### src/rtl/mux_pkg.sv
// Shared types and helpers for the scanned multiplexer family.
package mux_pkg;

    typedef enum logic {
        MODE_MANUAL = 1'b0,
        MODE_SCAN   = 1'b1
    } mux_mode_e;

    // Bits needed to index n items, never less than one.
    function automatic int clog2_min1(input int n);
        int r;
        r = 0;
        for (int i = 0; i < 32; i++) begin
            if ((64'd1 << r) < 64'(n)) r = r + 1;
        end
        return (r < 1) ? 1 : r;
    endfunction

endpackage

### src/rtl/mux_nx1_scan_scan_ctr.sv
// Round-robin pointer with per-channel dwell count; ptr is a flop output, updates the edge after step.
// No backpressure of its own: the owner only asserts step on an accepted sample.
module scan_ctr
    import mux_pkg::*;
#(
    parameter int N     = 4,
    parameter int DWELL = 1,
    localparam int SW   = clog2_min1(N),
    localparam int DW   = clog2_min1(DWELL)
) (
    input  logic          clk,
    input  logic          rst_n,
    input  logic          step,
    input  logic          restart,
    output logic [SW-1:0] ptr
);

    logic [DW-1:0] dwell;

    // restart wins over step; owners never raise both in one cycle anyway
    always_ff @(posedge clk or negedge rst_n) begin
        if (!rst_n) begin
            ptr   <= '0;
            dwell <= '0;
        end else if (restart) begin
            ptr   <= '0;
            dwell <= '0;
        end else if (step) begin
            if (dwell == DW'(DWELL - 1)) begin
                dwell <= '0;
                ptr   <= (ptr == SW'(N - 1)) ? '0 : ptr + 1'b1;
            end else begin
                dwell <= dwell + 1'b1;
            end
        end
    end

endmodule

### src/rtl/mux_nx1_scan.sv
// N:1 registered mux, manual select or round-robin scan; optional y_par under MUX_NX1_SCAN_PARITY_EN.
// Latency 1 cycle; one sample per cycle while out_ready is high.
// Backpressure: y holds while y_valid && !out_ready; samples offered during a stall are dropped.
module mux_nx1_scan
    import mux_pkg::*;
#(
    parameter int N     = 4,
    parameter int W     = 1,
    parameter int DWELL = 1,
    localparam int SW   = clog2_min1(N)
) (
    input  logic           clk,
    input  logic           rst_n,
    input  logic           mode,
    input  logic [SW-1:0]  sel,
    input  logic           in_valid,
    input  logic [N*W-1:0] in_data,
    input  logic           out_ready,
    output logic [W-1:0]   y,
    output logic           y_valid,
`ifdef MUX_NX1_SCAN_PARITY_EN
    output logic           y_par,
`endif
    output logic [SW-1:0]  cur_sel
);

    mux_mode_e     state, next_state;
    logic [SW-1:0] ptr;
    logic [SW-1:0] idx;
    logic [W-1:0]  sel_dat;
    logic          open_slot, load, step, restart;

    assign open_slot = !y_valid || out_ready;
    assign load      = in_valid && open_slot;

    always_ff @(posedge clk or negedge rst_n) begin
        if (!rst_n) state <= MODE_MANUAL;
        else        state <= next_state;
    end

    // Index rule comes from the current state, so a load in a switching cycle uses the old rule.
    always_comb begin
        next_state = mode ? MODE_SCAN : MODE_MANUAL;
        idx        = sel;
        step       = 1'b0;
        restart    = 1'b0;
        case (state)
            MODE_MANUAL: restart = (next_state == MODE_SCAN);
            MODE_SCAN: begin
                idx  = ptr;
                step = load;
            end
            default: ;
        endcase
    end

    scan_ctr #(.N(N), .DWELL(DWELL)) u_scan_ctr (
        .clk     (clk),
        .rst_n   (rst_n),
        .step    (step),
        .restart (restart),
        .ptr     (ptr)
    );

    // Out-of-range indices match no channel and yield zero.
    always_comb begin
        sel_dat = '0;
        for (int c = 0; c < N; c++) begin
            if (idx == SW'(c)) sel_dat = in_data[c*W +: W];
        end
    end

    always_ff @(posedge clk or negedge rst_n) begin
        if (!rst_n) begin
            y       <= '0;
            y_valid <= 1'b0;
            cur_sel <= '0;
        end else if (load) begin
            y       <= sel_dat;
            y_valid <= 1'b1;
            cur_sel <= idx;
        end else if (out_ready) begin
            y_valid <= 1'b0;
        end
    end

`ifdef MUX_NX1_SCAN_PARITY_EN
    always_ff @(posedge clk or negedge rst_n) begin
        if (!rst_n)    y_par <= 1'b0;
        else if (load) y_par <= ^sel_dat;
    end
`endif

endmodule
### config.mk
export PLATFORM = sky130hd
export DESIGN_NAME = mux_nx1_scan
export DESIGN_NICKNAME = d
export VERILOG_FILES = /design/src/rtl/mux_pkg.sv /design/src/rtl/mux_nx1_scan_scan_ctr.sv /design/src/rtl/mux_nx1_scan.sv
export SDC_FILE = /design/constraint.sdc
export NUM_CORES = 1
export LEC_CHECK = 0
export CAP_MARGIN = 0
export CELL_PAD_IN_SITES_DETAIL_PLACEMENT = 1
export CELL_PAD_IN_SITES_GLOBAL_PLACEMENT = 1
export CORE_AREA = 2 2 39 41
export CTS_CLUSTER_DIAMETER = 50
export CTS_CLUSTER_SIZE = 24
export DETAILED_ROUTE_END_ITERATION = 7
export DIE_AREA = 0 0 41 43
export PLACE_DENSITY_LB_ADDON = 0.3
export SYNTH_ARGS = -nofsm -noshare
export SYNTH_HDL_FRONTEND = slang
export SYNTH_SLANG_ARGS = --single-unit
### constraint.sdc
create_clock -name clk -period 3 [get_ports clk]
set_input_delay 0.45 -clock clk [delete_from_list [all_inputs] [get_ports clk]]
set_output_delay 0.45 -clock clk [all_outputs]
set_load 0.01 [all_outputs]
==> results of run 1 <==
[flip-flops by register name (all words and copies together) (netlist names)]
| signal | cells |
|---|---|
| cur_sel | 2 |
| state | 1 |
| u_scan_ctr.ptr | 2 |
| y | 1 |
| y_valid | 1 |
[Yosys cell counts (all sizes together)]
cell type  count  area [µm²]
a22o           2        17.5
o31ai          1        7.51
nor2           3        11.3
mux2           4        52.6
nand2b         5        33.8
buf            1        7.51
dfrtp          7         175
a21oi          3        15.0
inv            1        3.75
a32oi          2        17.5
ha             1        12.5
o21ai          1        5.00
or2b           1        7.51
nand2          3        18.8
nor2b          1        6.26
[power by group through the flow]
stage	combinational (mW)	sequential [mW]	clock, mW
global placement	0.0822	0.125	0
detailed placement	0.0847	0.126	0
floorplan	0.0423	0.125	0
CTS	0.0854	0.124	0.0895
global route	0.0939	0.126	0.0981
finish	0.0831	0.123	0.0874
[how the worst max path moves through the flow]
stage | from | to | slack (ps) | cells past startpoint
final | y_valid | y_valid | 1400 | 1
after CTS | y_valid | y_valid | 1390 | 1
after detailed placement | out_ready | u_scan_ctr.ptr[1] | 1190 | 5
after global routing | y_valid | y_valid | 1350 | 1
after global placement | out_ready | u_scan_ctr.ptr[1] | 1210 | 5
after floorplan | out_ready | u_scan_ctr.ptr[1] | 1640 | 4
[through the flow]
stage / setup slack [ps] / hold slack (ps)
2_1_floorplan: 1640 / 154
3_3_place_gp: 1210 / 469
3_5_place_dp: 1190 / 480
4_1_cts: 1390 / 477
5_1_grt: 1350 / 481
6_report: 1400 / 462
[cells in the final DEF, fill, tap and decap left out, types with 2 or more instances in the layout]
cell,Yosys,layout
a21oi_1,3,3
clkbuf_4,0,3
nand2b_1,4,4
nand2_1,2,2
a22o_1,2,2
a32oi_1,2,2
mux2_4,2,2
dfrtp_1,7,7
clkdlybuf4s50_1,0,14
nor2_1,3,3
mux2_2,2,2
[logic make-up after synthesis]
family | count (synthesis) | synth area share [%]
AND/OR/NAND/NOR | 13 | 19.8
AO/OA/AOI/OAI | 9 | 16.0
flip-flops | 7 | 44.7
multiplexers | 4 | 13.4
buffers and inverters | 2 | 2.88
adder cells (fa/ha/maj) | 1 | 3.19
[final cells by class]
| class | count | area [µm²] | share of cell area [%] |
|---|---|---|---|
| Inverter | 1 | 3.75 | 0.658 |
| Clock buffer | 4 | 26.3 | 4.61 |
| Timing Repair Buffer | 14 | 140 | 24.6 |
| Multi-Input combinational cell | 27 | 205 | 36.0 |
| Tap cell | 16 | 20.0 | 3.51 |
| Sequential cell | 7 | 175 | 30.7 |
[metal layers]
layer | vias to the layer above | GRT usage [%] | share of wire (%)
met5 | - | 0 | 0
met4 | 0 | 10.0 | 0.97
met1 | 144 | 15.7 | 43
met2 | 15 | 17.8 | 49
met3 | 2 | 4.71 | 6.9
li1 | 161 | - | -
==> results.sh, run 1 <==
export IMPL_status="complete, no violations"
export IMPL_vias=322
export IMPL_hold_viol_final=0
export IMPL_utilization_pct=41.2
export IMPL_end_kind="primary output"
export IMPL_p_int_mw=0.214
export IMPL_io_pin_count=15
export IMPL_power_density_nw_per_um2=515
export IMPL_portBuffers=14
export IMPL_fin_area_um2=571
export IMPL_gp_congestion=0.657
export IMPL_grt_pass1_wl_um=1440
export IMPL_start_kind="register"
export IMPL_grt_max_degree=10
export IMPL_syn2layout_area_growth_pct=45.7
export IMPL_start_util_pct=28.3
export IMPL_crit_family="buffers and inverters"
export IMPL_reg2reg_to="u_scan_ctr.ptr[1]"
export IMPL_drtIter0Drc=5
export IMPL_num_rows=14
export IMPL_period_needed_ps=1600
export IMPL_finalPower_mw=0.294
export IMPL_track_usage_pct=13.0
export IMPL_dp_final_hpwl_um=663
export IMPL_wl_um=827
export IMPL_worst_pin_slew_ps=330
export IMPL_path_cells="clkdlybuf4s50_1"
export IMPL_nets=66
export IMPL_synth_nets=48
export IMPL_crit_type="register to primary output"
export IMPL_critPathBufInv=1
export IMPL_place_area_um2=544
export IMPL_seq_area_frac_synth_pct=44.7
export IMPL_worst_path_max_delay_cell="clkdlybuf4s50_1"
export IMPL_netlist_area_um2=392
export IMPL_diodes=0
export IMPL_antenna_found_initial=0
export IMPL_core_um2=1380
export IMPL_final_fill_count=164
export IMPL_die_w_um=41
export IMPL_power_share_clock_pct=29.7
export IMPL_dr_pass1_iters=2
export IMPL_post_cts_buffers=0
export IMPL_grt_pass1_vias=318
export IMPL_htreeDepth=1
export IMPL_cts_inserted_buffers=3
export IMPL_ys_types=18
export IMPL_dpl_cell_count=65
export IMPL_crit_arrival_ps=1150
export IMPL_cts_sinks=7
export IMPL_required_ps=2550
export IMPL_viasPerCell=4.67
export IMPL_rr_worst_depth=3
export IMPL_final_cells=69
export IMPL_ctsLongestPathBuffers=2
export IMPL_cts_root_buf="clkbuf_4"
export IMPL_rr_startpoint="u_scan_ctr.ptr[0]"
export IMPL_reg2reg_slack_ps=1620
export IMPL_skew_ps=0.526
export IMPL_slowest_delay_ps=540
export IMPL_seqPwrFrac_pct=42.0
export IMPL_drc=0
export IMPL_dieArea_um2=1760
export IMPL_finalMaxSlewViolations=0
export IMPL_clkSlewWorstSetupHoldPaths_ps=50
export IMPL_cp_max_fo=2
export IMPL_die_h_um=43
export IMPL_pwr_share_comb_pct=28.3
export IMPL_relSlewSlack_pct=78.0
export IMPL_cts_hold_buf=0
export IMPL_synth_area_per_cell_um2=10.9
export IMPL_overflow=0
export IMPL_clock_latency_ps=250
export IMPL_cts_tree="built"
export IMPL_rsz0062_at_grt="no"
export IMPL_netlist_instances=36
export IMPL_antenna_left=0
export IMPL_fmax_ghz=0.627
export IMPL_synth_seq_cells=7
export IMPL_cts_resized_gates=0
export IMPL_wl_per_cell_um=12.0
export IMPL_fin_crit_sh_pct=53.2
export IMPL_maxCapViolCount=0
export IMPL_sw_frac_of_total_pct=27.4
export IMPL_ys_warn_count=0
export IMPL_final_layout_size_suffix_gt1_share_pct=17.0
export IMPL_cellLeakagePower_nw=0.247
export IMPL_fin_setup_tns_ps=0
export IMPL_peakVddDrop_mv=0.202
export IMPL_setup_viol=0
export IMPL_min_path_type="primary input to async pin"
export IMPL_power_switching_mw=0.0805
(Power assumes the default switching activity.)
==> run 2, diff against run 1 <==
- CORE_AREA: 2 2 39 41 -> 2 2 44 42
- DIE_AREA: 0 0 41 43 -> 0 0 46 44
- clock period: 3 -> 1.35 ns (I/O delays scaled with it)
==> run 2 against run 1 <==
  * Critical path depth up 2
  * Cell count up 7.2%
  * Worst setup slack worse by 1400 ps
  * Sequential share of layout area down 2.7 points
  * First-iteration DRC count down 80%
  * Largest power group unchanged
==> results.sh, run 2 (synthesis results as in run 1) <==
export IMPL_peakVddDrop_mv=0.542
export IMPL_min_path_type="primary input to async pin"
export IMPL_fin_setup_tns_ps=0
export IMPL_crit_family="flip-flops"
export IMPL_gp_congestion=0.645
export IMPL_end_kind="register"
export IMPL_hold_viol_final=0
export IMPL_seqPwrFrac_pct=38.5
export IMPL_drc=0
export IMPL_track_usage_pct=10.9
export IMPL_dp_final_hpwl_um=674
export IMPL_skew_ps=2.08
export IMPL_num_rows=14
export IMPL_period_needed_ps=1300
export IMPL_crit_type="register to register"
export IMPL_reg2reg_slack_ps=50
export IMPL_start_util_pct=24.8
export IMPL_grt_max_degree=8
export IMPL_final_fill_count=185
export IMPL_cts_inserted_buffers=3
export IMPL_power_switching_mw=0.179
export IMPL_cts_hold_buf=0
export IMPL_sw_frac_of_total_pct=26.4
export IMPL_portBuffers=14
export IMPL_reg2reg_to="u_scan_ctr.ptr[1]"
export IMPL_cp_max_fo=2
export IMPL_crit_arrival_ps=1440
export IMPL_nets=71
export IMPL_rsz0062_at_grt="no"
export IMPL_cellLeakagePower_nw=0.313
export IMPL_clkSlewWorstSetupHoldPaths_ps=50
export IMPL_grt_pass1_wl_um=1470
export IMPL_cts_root_buf="clkbuf_4"
export IMPL_fmax_ghz=0.768
export IMPL_worst_pin_slew_ps=332
export IMPL_fin_crit_sh_pct=96.4
export IMPL_die_w_um=46
export IMPL_dpl_cell_count=69
export IMPL_antenna_left=0
export IMPL_final_cell_mix="10 x clkdlybuf4s50_1, 7 x dfrtp_1, 4 x buf_4"
export IMPL_wl_um=874
export IMPL_wl_per_cell_um=11.8
export IMPL_drtIter0Drc=1
export IMPL_start_kind="register"
export IMPL_critPathBufInv=0
export IMPL_power_share_clock_pct=27.6
export IMPL_power_density_nw_per_um2=1080
export IMPL_htreeDepth=1
export IMPL_rr_startpoint="u_scan_ctr.ptr[0]"
export IMPL_setup_viol=0
export IMPL_syn2layout_area_growth_pct=59.7
export IMPL_grt_pass1_vias=348
export IMPL_final_layout_size_suffix_gt1_share_pct=25.9
export IMPL_finalMaxSlewViolations=0
export IMPL_clock_latency_ps=250
export IMPL_pwr_share_comb_pct=34.0
export IMPL_final_cells=74
export IMPL_rr_worst_depth=3
export IMPL_reg_largest_list="cur_sel x2, u_scan_ctr.ptr x2"
export IMPL_slowest_delay_ps=400
export IMPL_die_h_um=44
export IMPL_viasPerCell=4.58
export IMPL_dr_pass1_iters=2
export IMPL_vias=339
export IMPL_dieArea_um2=2020
export IMPL_fin_worst_hold_slack_ps=219
export IMPL_final_common_cell="clkdlybuf4s50_1"
export IMPL_core_um2=1580
export IMPL_overflow=0
export IMPL_cts_tree="built"
export IMPL_relSlewSlack_pct=77.8
export IMPL_path_cells="ha_1, mux2_4, a22o_1"
export IMPL_worst_path_max_delay_cell="dfrtp_1"
export IMPL_utilization_pct=39.7
export IMPL_required_ps=1480
export IMPL_io_pin_count=15
export IMPL_maxCapViolCount=0
export IMPL_ctsLongestPathBuffers=2
export IMPL_cts_sinks=7
export IMPL_p_int_mw=0.498
export IMPL_antenna_found_initial=0
export IMPL_status="complete, no violations"
export IMPL_diodes=0
run 2: how the worst max path moves through the flow:
stage               slack, ps               from  cells after the start           endpoint
floorplan                  70  u_scan_ctr.ptr[0]                      3  u_scan_ctr.ptr[1]
global placement         -170          out_ready                      5  u_scan_ctr.ptr[1]
detailed placement       -180          out_ready                      5  u_scan_ctr.ptr[1]
CTS                         4         cur_sel[1]                      1         cur_sel[1]
global route               10  u_scan_ctr.ptr[0]                      5                  y
finish                     50  u_scan_ctr.ptr[0]                      3  u_scan_ctr.ptr[1]
run 2: metrics by stage:
stage          instance area, µm²  worst slack (ps)  total power, mW
2_1_floorplan                 392              66.7            0.371
3_3_place_gp                  574              -171            0.486
3_5_place_dp                  574              -175            0.486
4_1_cts                       599              4.32            0.678
5_1_grt                       626              11.0            0.735
6_report                      626              48.5            0.677
run 2: power groups by stage:
stage	logic, mW	registers, mW	clock network (mW)
3_5_place_dp	0.222	0.264	0
2_1_floorplan	0.0939	0.277	0
6_report	0.230	0.260	0.187
5_1_grt	0.257	0.264	0.214
4_1_cts	0.222	0.260	0.196
3_3_place_gp	0.223	0.263	0
run 2: layout make-up:
| class | instances | area (µm²) | area share (%) |
|---|---|---|---|
| sequential | 7 | 175 | 28.0 |
| timing repair buffer | 19 | 188 | 30.0 |
| clock buffer | 4 | 26.3 | 4.20 |
| tap | 16 | 20.0 | 3.20 |
| inverter | 1 | 3.75 | 0.600 |
| multi-input combinational | 27 | 213 | 34.0 |
run 2: worst register-to-register path, stage by stage, from the launching register on:
cell and delay (ps):
dfrtp_1 400, ha_1 300, mux2_4 270, a22o_1 230
run 2: what timing repair did:
action / CTS / global route
setup endpoints to repair: 1 / 4
gates resized for setup: 1 / 5
pin swaps: 0 / 2
setup buffers: 0 / 1
run 2: per-layer routing:
layer	up-vias	GRT usage, %	routed length (µm)
met5	-	0	0
met4	0	3.43	0
met3	0	8.75	54
met2	7	15.8	417
met1	160	11.8	402
li1	172	-	-
==> run 3, diff against run 2 <==
- GPL_ROUTABILITY_DRIVEN: default -> 0
==> results of run 3 <==
Same layout as run 2: the final DEF is identical, and so are final timing and power.
